`src/rtl/conv_tile_scheduler.sv`:
```
// Tile/kernel-step sequencer for the PARA_X x PARA_Y conv datapath.
// Walks output tiles in raster order and hands results to the writer.
module conv_tile_scheduler #(
  parameter int PARA_X  = 3,
  parameter int PARA_Y  = 3,
  parameter int KS_W    = 3,
  parameter int DIM_W   = 8,
  parameter int ADDR_W  = 16,
  parameter int WADDR_W = 12
) (
  input  logic               clk,
  input  logic               rst,
  input  logic               start,
  input  logic [KS_W-1:0]    cfg_kernel_size,
  input  logic [DIM_W-1:0]   cfg_fmap_w,
  input  logic [DIM_W-1:0]   cfg_fmap_h,
  input  logic [ADDR_W-1:0]  cfg_fmap_base,
  input  logic [WADDR_W-1:0] cfg_weight_base,
  output logic               busy,
  output logic               done,
  output logic               cfg_err,
  output logic               feed_valid,
  output logic [1:0]         feed_type,
  output logic [ADDR_W-1:0]  fmap_addr,
  output logic [WADDR_W-1:0] weight_addr,
  input  logic               dp_result_ready,
  output logic               wr_valid,
  input  logic               wr_ready,
  output logic [DIM_W-1:0]   wr_tile_row,
  output logic [DIM_W-1:0]   wr_tile_col,
  output logic [KS_W-1:0]    wr_rows,
  output logic [KS_W-1:0]    wr_cols
);

  typedef enum logic [2:0] {
    IDLE, FEED, WAIT, HOLD, DONE
  } state_t;

  state_t st_q, st_n;

  logic [KS_W-1:0]    k_q, k_n;
  logic [DIM_W-1:0]   fw_q, fw_n;
  logic [DIM_W-1:0]   ow_q, ow_n;
  logic [DIM_W-1:0]   oh_q, oh_n;
  logic [ADDR_W-1:0]  fb_q, fb_n;
  logic [WADDR_W-1:0] wb_q, wb_n;
  logic [4:0]         c_q, c_n;
  logic [KS_W-1:0]    kx_q, kx_n;
  logic [KS_W-1:0]    ky_q, ky_n;
  logic [DIM_W-1:0]   row_q, row_n;
  logic [DIM_W-1:0]   col_q, col_n;
  logic               pend_q, pend_n;
  logic               err_n, ld;

  logic               legal, last_tile, free, acc;
  logic [DIM_W-1:0]   row_a, col_a;
  logic [DIM_W-1:0]   rem_r, rem_c;
  logic [KS_W-1:0]    rows_ld, cols_ld;
  logic [ADDR_W-1:0]  fa_n;
  logic [WADDR_W-1:0] wa_n;
  logic [1:0]         ft_n;
  logic               fv_n;

  assign legal = ((cfg_kernel_size == KS_W'(3)) ||
                  (cfg_kernel_size == KS_W'(5))) &&
                 (cfg_fmap_w >= DIM_W'(cfg_kernel_size)) &&
                 (cfg_fmap_h >= DIM_W'(cfg_kernel_size));

  assign last_tile = (col_q + DIM_W'(PARA_Y) >= ow_q) &&
                     (row_q + DIM_W'(PARA_X) >= oh_q);

  assign acc  = wr_valid & wr_ready;
  assign free = ~wr_valid | wr_ready;

  always_comb begin
    row_a = row_q;
    col_a = col_q + DIM_W'(PARA_Y);
    if (col_a >= ow_q) begin
      col_a = '0;
      row_a = row_q + DIM_W'(PARA_X);
    end
  end

  assign rem_r   = oh_q - row_q;
  assign rem_c   = ow_q - col_q;
  assign rows_ld = (rem_r < DIM_W'(PARA_X)) ?
                   KS_W'(rem_r) : KS_W'(PARA_X);
  assign cols_ld = (rem_c < DIM_W'(PARA_Y)) ?
                   KS_W'(rem_c) : KS_W'(PARA_Y);

  always_comb begin
    st_n   = st_q;
    k_n    = k_q;
    fw_n   = fw_q;
    ow_n   = ow_q;
    oh_n   = oh_q;
    fb_n   = fb_q;
    wb_n   = wb_q;
    c_n    = '0;
    kx_n   = '0;
    ky_n   = '0;
    row_n  = row_q;
    col_n  = col_q;
    pend_n = pend_q;
    err_n  = 1'b0;
    ld     = 1'b0;
    unique case (st_q)
      IDLE: begin
        if (start && legal) begin
          k_n   = cfg_kernel_size;
          fw_n  = cfg_fmap_w;
          ow_n  = cfg_fmap_w - DIM_W'(cfg_kernel_size) + DIM_W'(1);
          oh_n  = cfg_fmap_h - DIM_W'(cfg_kernel_size) + DIM_W'(1);
          fb_n  = cfg_fmap_base;
          wb_n  = cfg_weight_base;
          row_n = '0;
          col_n = '0;
          pend_n = 1'b0;
          st_n  = FEED;
        end else if (start) begin
          err_n = 1'b1;
        end
      end
      FEED: begin
        c_n  = c_q + 5'd1;
        kx_n = kx_q + KS_W'(1);
        ky_n = ky_q;
        if (kx_q == k_q - KS_W'(1)) begin
          kx_n = '0;
          ky_n = ky_q + KS_W'(1);
          if (ky_q == k_q - KS_W'(1)) st_n = WAIT;
        end
      end
      WAIT: begin
        if (dp_result_ready && free) begin
          ld    = 1'b1;
          row_n = row_a;
          col_n = col_a;
          st_n  = last_tile ? HOLD : FEED;
        end else if (dp_result_ready) begin
          // Writer still owns the previous tile: park the result.
          pend_n = 1'b1;
          st_n   = HOLD;
        end
      end
      HOLD: begin
        if (acc && pend_q) begin
          ld     = 1'b1;
          pend_n = 1'b0;
          row_n  = row_a;
          col_n  = col_a;
          st_n   = last_tile ? HOLD : FEED;
        end else if (acc) begin
          st_n = (row_q < oh_q) ? FEED : DONE;
        end
      end
      DONE: st_n = IDLE;
      default: st_n = IDLE;
    endcase
  end

  always_comb begin
    fv_n = (st_n == FEED);
    fa_n = '0;
    wa_n = '0;
    ft_n = 2'd0;
    if (fv_n) begin
      fa_n = fb_n +
             (ADDR_W'(row_n) + ADDR_W'(ky_n)) * ADDR_W'(fw_n) +
             ADDR_W'(col_n) + ADDR_W'(kx_n);
      wa_n = wb_n + WADDR_W'(c_n);
      unique case (1'b1)
        (c_n == 5'd0):        ft_n = 2'd0;
        (c_n != 5'd0) && (kx_n == '0): ft_n = 2'd2;
        (kx_n != '0) && (ky_n == '0):  ft_n = 2'd1;
        default:              ft_n = 2'd3;
      endcase
    end
  end

  always_ff @(posedge clk or negedge rst) begin
    if (!rst) begin
      st_q        <= IDLE;
      k_q         <= '0;
      fw_q        <= '0;
      ow_q        <= '0;
      oh_q        <= '0;
      fb_q        <= '0;
      wb_q        <= '0;
      c_q         <= '0;
      kx_q        <= '0;
      ky_q        <= '0;
      row_q       <= '0;
      col_q       <= '0;
      pend_q      <= 1'b0;
      cfg_err     <= 1'b0;
      feed_valid  <= 1'b0;
      feed_type   <= '0;
      fmap_addr   <= '0;
      weight_addr <= '0;
      wr_valid    <= 1'b0;
      wr_tile_row <= '0;
      wr_tile_col <= '0;
      wr_rows     <= '0;
      wr_cols     <= '0;
    end else begin
      st_q        <= st_n;
      k_q         <= k_n;
      fw_q        <= fw_n;
      ow_q        <= ow_n;
      oh_q        <= oh_n;
      fb_q        <= fb_n;
      wb_q        <= wb_n;
      c_q         <= c_n;
      kx_q        <= kx_n;
      ky_q        <= ky_n;
      row_q       <= row_n;
      col_q       <= col_n;
      pend_q      <= pend_n;
      cfg_err     <= err_n;
      feed_valid  <= fv_n;
      feed_type   <= ft_n;
      fmap_addr   <= fa_n;
      weight_addr <= wa_n;
      if (ld) begin
        wr_valid    <= 1'b1;
        wr_tile_row <= row_q;
        wr_tile_col <= col_q;
        wr_rows     <= rows_ld;
        wr_cols     <= cols_ld;
      end else if (wr_ready) begin
        wr_valid <= 1'b0;
      end
    end
  end

  assign busy = (st_q != IDLE);
  assign done = (st_q == DONE);

endmodule

```
`config.mk`:
```
export PLATFORM = sky130hd
export DESIGN_NAME = conv_tile_scheduler
export DESIGN_NICKNAME = d
export VERILOG_FILES = /design/src/rtl/conv_tile_scheduler.sv
export SDC_FILE = /design/constraint.sdc
export NUM_CORES = 1
export LEC_CHECK = 0
export CORE_MARGIN = 3
export CORE_UTILIZATION = 47
export DETAILED_ROUTE_END_ITERATION = 8
export GPL_ROUTABILITY_DRIVEN = 1
export PLACE_DENSITY_LB_ADDON = 0.15
export SYNTH_ARGS = -nofsm -noshare
export SYNTH_HDL_FRONTEND = slang
export SYNTH_SLANG_ARGS = --single-unit
```
`constraint.sdc`:
```
create_clock -name clk -period 10.3 [get_ports clk]
set_input_delay 2.06 -clock clk [delete_from_list [all_inputs] [get_ports clk]]
set_output_delay 2.06 -clock clk [all_outputs]
set_load 0.01 [all_outputs]
```
Word-level counts from Yosys, hierarchy flattened
Index checks and enable logic that the tools add are counted.

operators by class
  equal/unequal tests = 13
  bitwise gates (word level) = 3
  reduce and logical (&&, ||, !) cells = 20
  mux-type cells = 50
  magnitude comparators = 7
  $mul = 1
  $add $sub $neg = 17

operators with widths
  kind                 count
  $mux 8               10
  $mux 16              3
  $pmux 8 s3           2
  $mux 3               14
  $mux 12              3
  $add 16x16->16       1
  $add 16x3->16        1
  $add 16x8->16        1
  $add 8x1->8 const B  2
  $add 8x2->8 const B  2
  $ge 8x3->1           2
  $ge 8x8->1           2
  $lt 8x2->1 const B   2
  $mul 9x8->16         1
  $sub 8x3->8          2
  $sub 8x8->8          2
  $add 12x5->12        1
  $pmux 3 s4           1
  $mux 1               11
  $add 8x3->9          1
  $eq 3x2->1 const B   3
  $logic_not 3->1      3
  $reduce_bool 3->1    3
  $logic_and 1x1->1    8
  other kinds (22)     30

storage, ports and cells
  word-level logic and storage cells = 134
  register bits = 141
  output and inout port bits = 57
  input bits = 52

Logic depth before layout (Yosys ltp)
  depth in word-level cells = 13
  gate-level depth with buffers = 41
  depth with buffers taken out = 41

Worst setup path before layout
Ideal clock, no wire load.

  path type = in2reg
  from = input cfg_kernel_size[2]
  to = register fmap_addr[15]
  setup time = 0.126 ns
  stages = 36
  path buffers = 0
  arrival time = 9.182 ns
  data required time = 10.174 ns
  path slack = 0.992 ns
  path through = inv_1 > ha_1 > inv_1 > nor4_1 > o22ai_1 > o31a_1 > nor2_1 > nand2_1 > a22o_1 > ha_1 > a21oi_1 > nand2_1 > nand2_1 > xor2_1 > nand2b_1 > fa_1 > inv_1 > fa_1 > inv_1 > fa_1 > inv_1 > fa_1 > inv_1 > fa_1 > inv_1 > ha_1 > nor3_1 > nor2_1 > a31o_2 > a21oi_1 > o21bai_1 > a21o_1 > a21oi_1 > o21ai_0 > a21oi_1 > nor3b_2

between the ends
  word-level cells in the longest chain between the ends = 13
  elaborated cells on any way between the ends = 25
  those cells by class = 4 x add/sub; 1 x mul; 2 x order compare; 3 x eq/ne; 11 x mux; 4 x reduce/logical

RTL lines
  what                                                                line  RTL
  start: declaration                                                  14    input logic [KS_W-1:0] cfg_kernel_size,
  parallel branches: the longest is 3 deep, another holds $ge 8x3->1  n/a
  $logic_and 1x1->1 (*)                                               66    (cfg_fmap_w >= DIM_W'(cfg_kernel_size)) &&
  $logic_and 1x1->1 (*)                                               109   if (start && legal) begin
  $mux 8 (*)                                                          109
  $pmux 8 s3 (*)                                                      107   unique case (st_q)
  net row_n[2]                                                        50    logic [DIM_W-1:0] row_q, row_n;
  $add 8x3->9 (*)                                                     169   (ADDR_W'(row_n) + ADDR_W'(ky_n)) * ADDR_W'(fw_n) +
  $mul 9x8->16 (*)                                                    169
  $add 16x16->16 (*)                                                  168   fa_n = fb_n +
  $add 16x8->16 (*)                                                   169
  $add 16x3->16 (*)                                                   170   ADDR_W'(col_n) + ADDR_W'(kx_n);
  $mux 16 (*)                                                         167   if (fv_n) begin
  net fa_n[15]                                                        59    logic [ADDR_W-1:0] fa_n;
  end signal: assignment                                              223   fmap_addr <= fa_n;
  end: declaration                                                    24    output logic [ADDR_W-1:0] fmap_addr,

Mark *: on every way through the listed nets, which the timed path passes.
A chain may end at the register's enable or synchronous reset.

Final worst setup path
  from = input cfg_fmap_w[4]
  to = register fmap_addr[15]

between the ends
  word-level cells in the longest chain between the ends = 12
  elaborated cells on any way between the ends = 21
  those cells by class = 4 x add/sub; 1 x mul; 1 x order compare; 1 x eq/ne; 11 x mux; 3 x reduce/logical

RTL lines
  what                line  RTL
  start: declaration  15    input logic [DIM_W-1:0] cfg_fmap_w,
  $ge 8x3->1          66
  $logic_and 1x1->1   65    (cfg_kernel_size == KS_W'(5))) &&
  $logic_and 1x1->1   66
  $logic_and 1x1->1   109
  $mux 8              109
  $pmux 8 s3          107
  net row_n[2]        50
  $add 8x3->9         169
  $mul 9x8->16        169
  $add 16x16->16      168
  $add 16x8->16       169
  $add 16x3->16       170
  $mux 16             167
  net fa_n[15]        59

The timed path passes the listed nets, and every way through them passes these cells.

==> flow_summary.yaml <==
floorplan:
  initial_utilization_pct: 47.9
  die_x_um: 158
  design.portCount: 109
  dieArea_sq_um: 25000
  fp.dieH_um: 158
  core_area_sq_um: 22700
  row_count: 55
routing:
  drt_iter0_drc: 568
  route.detailed.wl_per_inst_um: 16.5
  drt-total-wl_mm: 26.5
  firstDrtPassIters: 5
  vias_per_cell: 5.20
  remaining_drc_errors: 0
  dr_total_vias: 8328
  ant_nets: 0
setup_path:
  r2r_slack_ns: 0.96
  crit_start: "cfg_fmap_w[4]"
  worst-endpoint-required_ns: 10.58
  timing.rr.start: "col_q[0]"
  critPathCaptureType: "register"
  r2r_cells: 40
  cpMostUsedCell: "inv_1"
  max_stage_delay_ns: 0.56
  cp.arrival_ns: 10.08
  slowest_stage: "clkdlybuf4s50_1"
  cp-start-kind: "input pin"
  cp-endpoint: "fmap_addr[15]"
  r2r_end: "fmap_addr[15]"
  critPathMaxFanout: 5
  critPathKind: "in -> reg"
clocking:
  clkTransAtPathRegs_ns: 0.07
  insertion_delay_ns: 0.44
  numCtsBuffers: 17
  cts_tree: "built"
  htreeDepth: 4
  ctsHoldBuffers: 0
  cts.sinks: 141
  clk_path_buf_depth: 2
  root_buffer: "clkbuf_16"
outcome:
  status: "complete, no violations"
global_routing:
  grt_pass1_wl_mm: 43.4
  grt_pass1_vias: 8450
  gr-total-overflow: 0
  grt_usage_pct: 22.4
  grt_start_max_net_pins: 83
  antenna_found_initial: 0
final_layout:
  syn_to_final_growth_pct: 21.2
  drive_above_1_share_pct: 8.12
  antenna_cells: 0
  utilization_pct: 58.1
  fin_nets: 1546
timing:
  setup_viol: 0
  hold_violations: 0
  maxSlewHeadroom_pct: 29.8
  worstMarginPinSlew_ns: 1.05
  post-route-period-util_pct: 95.2
  slew_violations: 0
  timing.final.crit_period_ns: 9.80
  rsz0062_at_grt: "false"
  finClkSkew_ns: 0.0178
  maxClockFrequency_ghz: 0.102
power:
  p_leak_nw: 6.57
  peakVddDrop_mv: 0.127
  p_total_mw: 3.19
  power_density_nw_per_um2: 242
yosys:
  synthCells: 1157
  synth_nets: 1399
  post_synth_num_cell_types: 64
  syn_area_per_cell_sq_um: 9.41
  synth_edf_count: 0
  yosysWarnings: 0
  synthFlopType: "dfrtp_1"
  synth_area_sq_um: 10900
  ys_seq_area_share_pct: 32.4
  synth-seq-cells: 141
  async_flop_share_pct: 100
placed_design:
  dp_hpwl_mm: 21.1
  gp_congestion: 0.934
  portBuffers: 108
min_path:
  worstHoldPathType: "reg -> reg"
  hold_depth: 2
job:
  maxCapViolCount: 0
[logic make-up after synthesis]
group / synth area share, %
AND/OR/NAND/NOR: 14.2
buffers and inverters: 7.01
AO/OA/AOI/OAI: 11.4
adder cells (fa/ha/maj): 26.7
flip-flops: 32.4
XOR/XNOR: 5.79
multiplexers: 2.52
[layer usage]
metal / track usage, % / vias to the layer above / share of wire (%) / routed length [um]
li1: - / 4085 / - / -
met5: 0 / - / 0 / 0
met1: 30.0 / 3987 / 46 / 12100
met2: 36.5 / 213 / 47 / 12400
met3: 4.40 / 43 / 4.9 / 1300
met4: 7.50 / 0 / 2.7 / 712
[worst min-delay path by stage]
stage	start	to	slack, ns
floorplan	fb_q[2]	fb_q[2]	0.44
global placement	wr_tile_col[7]	wr_tile_col[7]	0.45
detailed placement	fb_q[2]	fb_q[2]	0.46
CTS	wr_tile_col[7]	wr_tile_col[7]	0.47
global route	wr_tile_col[3]	wr_tile_col[3]	0.51
finish	wr_tile_col[7]	wr_tile_col[7]	0.47
[worst max-delay path, delay by kind of cell]
family          cells  cell delay, ns
compound gates     12            2.42
simple gates        8            0.94
xor+xnor            1            0.09
buf+inv             9            1.11
fa+ha+maj           8            3.42
[Yosys cell counts, types with 6 or more instances]
cell type | instances | area, sq um
inv_1 | 180 | 676
dfrtp_1 | 141 | 3530
ha_1 | 120 | 1500
nand2_1 | 120 | 450
nor2_1 | 101 | 379
fa_1 | 70 | 1400
o21ai_0 | 55 | 275
a21oi_1 | 53 | 265
xnor2_1 | 44 | 385
xor2_1 | 28 | 245
mux2i_1 | 24 | 240
nand3_1 | 22 | 110
nand2b_1 | 21 | 131
nor3_1 | 17 | 85.1
a21o_1 | 16 | 120
clkbuf_1 | 12 | 45.0
nor2b_1 | 12 | 75.1
o21bai_1 | 12 | 90.1
and3_1 | 8 | 50.1
and2_1 | 6 | 37.5
nor4_1 | 6 | 37.5
[metrics by stage]
step	cells	hold slack (ns)	setup WS [ns]	setup TNS (ns)	area, sq um
6_report	1602	0.469	0.496	0	13200
5_1_grt	1602	0.509	0.0340	0	13200
4_1_cts	1600	0.475	0.346	0	13100
3_5_place_dp	1568	0.457	-0.00170	-0.00170	12500
3_3_place_gp	1568	0.452	0.185	0	12500
2_1_floorplan	1157	0.439	0.992	0	10900
[power breakdown]
| part | total, mW | switching (mW) | internal [mW] |
|---|---|---|---|
| clock network | 0.646 | 0.295 | 0.351 |
| logic | 1.72 | 0.993 | 0.723 |
| registers | 0.832 | 0.0957 | 0.736 |
| total | 3.19 | 1.38 | 1.81 |
[cell type report]
| cell class | count | area, sq um |
|---|---|---|
| clock inverter | 15 | 193 |
| clock buffer | 17 | 425 |
| inverter | 184 | 691 |
| timing repair buffer | 145 | 1360 |
| tap | 285 | 357 |
| sequential | 141 | 3530 |
| multi-input combinational | 815 | 6640 |
| fill | 2027 | 9510 |
[flip-flops by register name, indices dropped and copies added, names as in the netlist, 2 cells and up]
signal       count
kx_q             3
wr_rows          3
wb_q            12
feed_type        2
weight_addr     12
fb_q            16
st_q             3
wr_tile_row      8
k_q              3
oh_q             8
fmap_addr       16
wr_cols          3
ky_q             3
col_q            8
c_q              5
fw_q             8
ow_q             8
wr_tile_col      8
row_q            8
[layout by cell type, fill, tap and decap left out, types with 4 or more instances in the layout]
master	n
nand2b_1	21
a21oi_2	4
fa_1	70
and2_1	6
dfrtp_1	141
ha_1	120
clkdlybuf4s50_1	107
xnor2_1	43
inv_6	5
nor3_1	17
inv_8	4
a41oi_1	4
nand4_1	4
or2_2	4
mux2i_1	24
nor2b_1	12
buf_4	37
nor4_1	5
inv_1	180
inv_2	4
xor2_1	26
clkbuf_16	17
a21o_1	16
o21ai_0	55
a211oi_1	4
a21oi_1	50
clkinv_8	4
nand3_1	22
and3_1	8
nor2_1	101
nand2_1	119
o211ai_1	4
o21bai_1	12
[repair_timing]
| item | 4_1_cts | 5_1_grt |
|---|---|---|
| resized for setup | 0 | 8 |
| setup buffers | 0 | 2 |
| setup endpoints to repair | 0 | 3 |
Power figures use the tool's default switching activity.
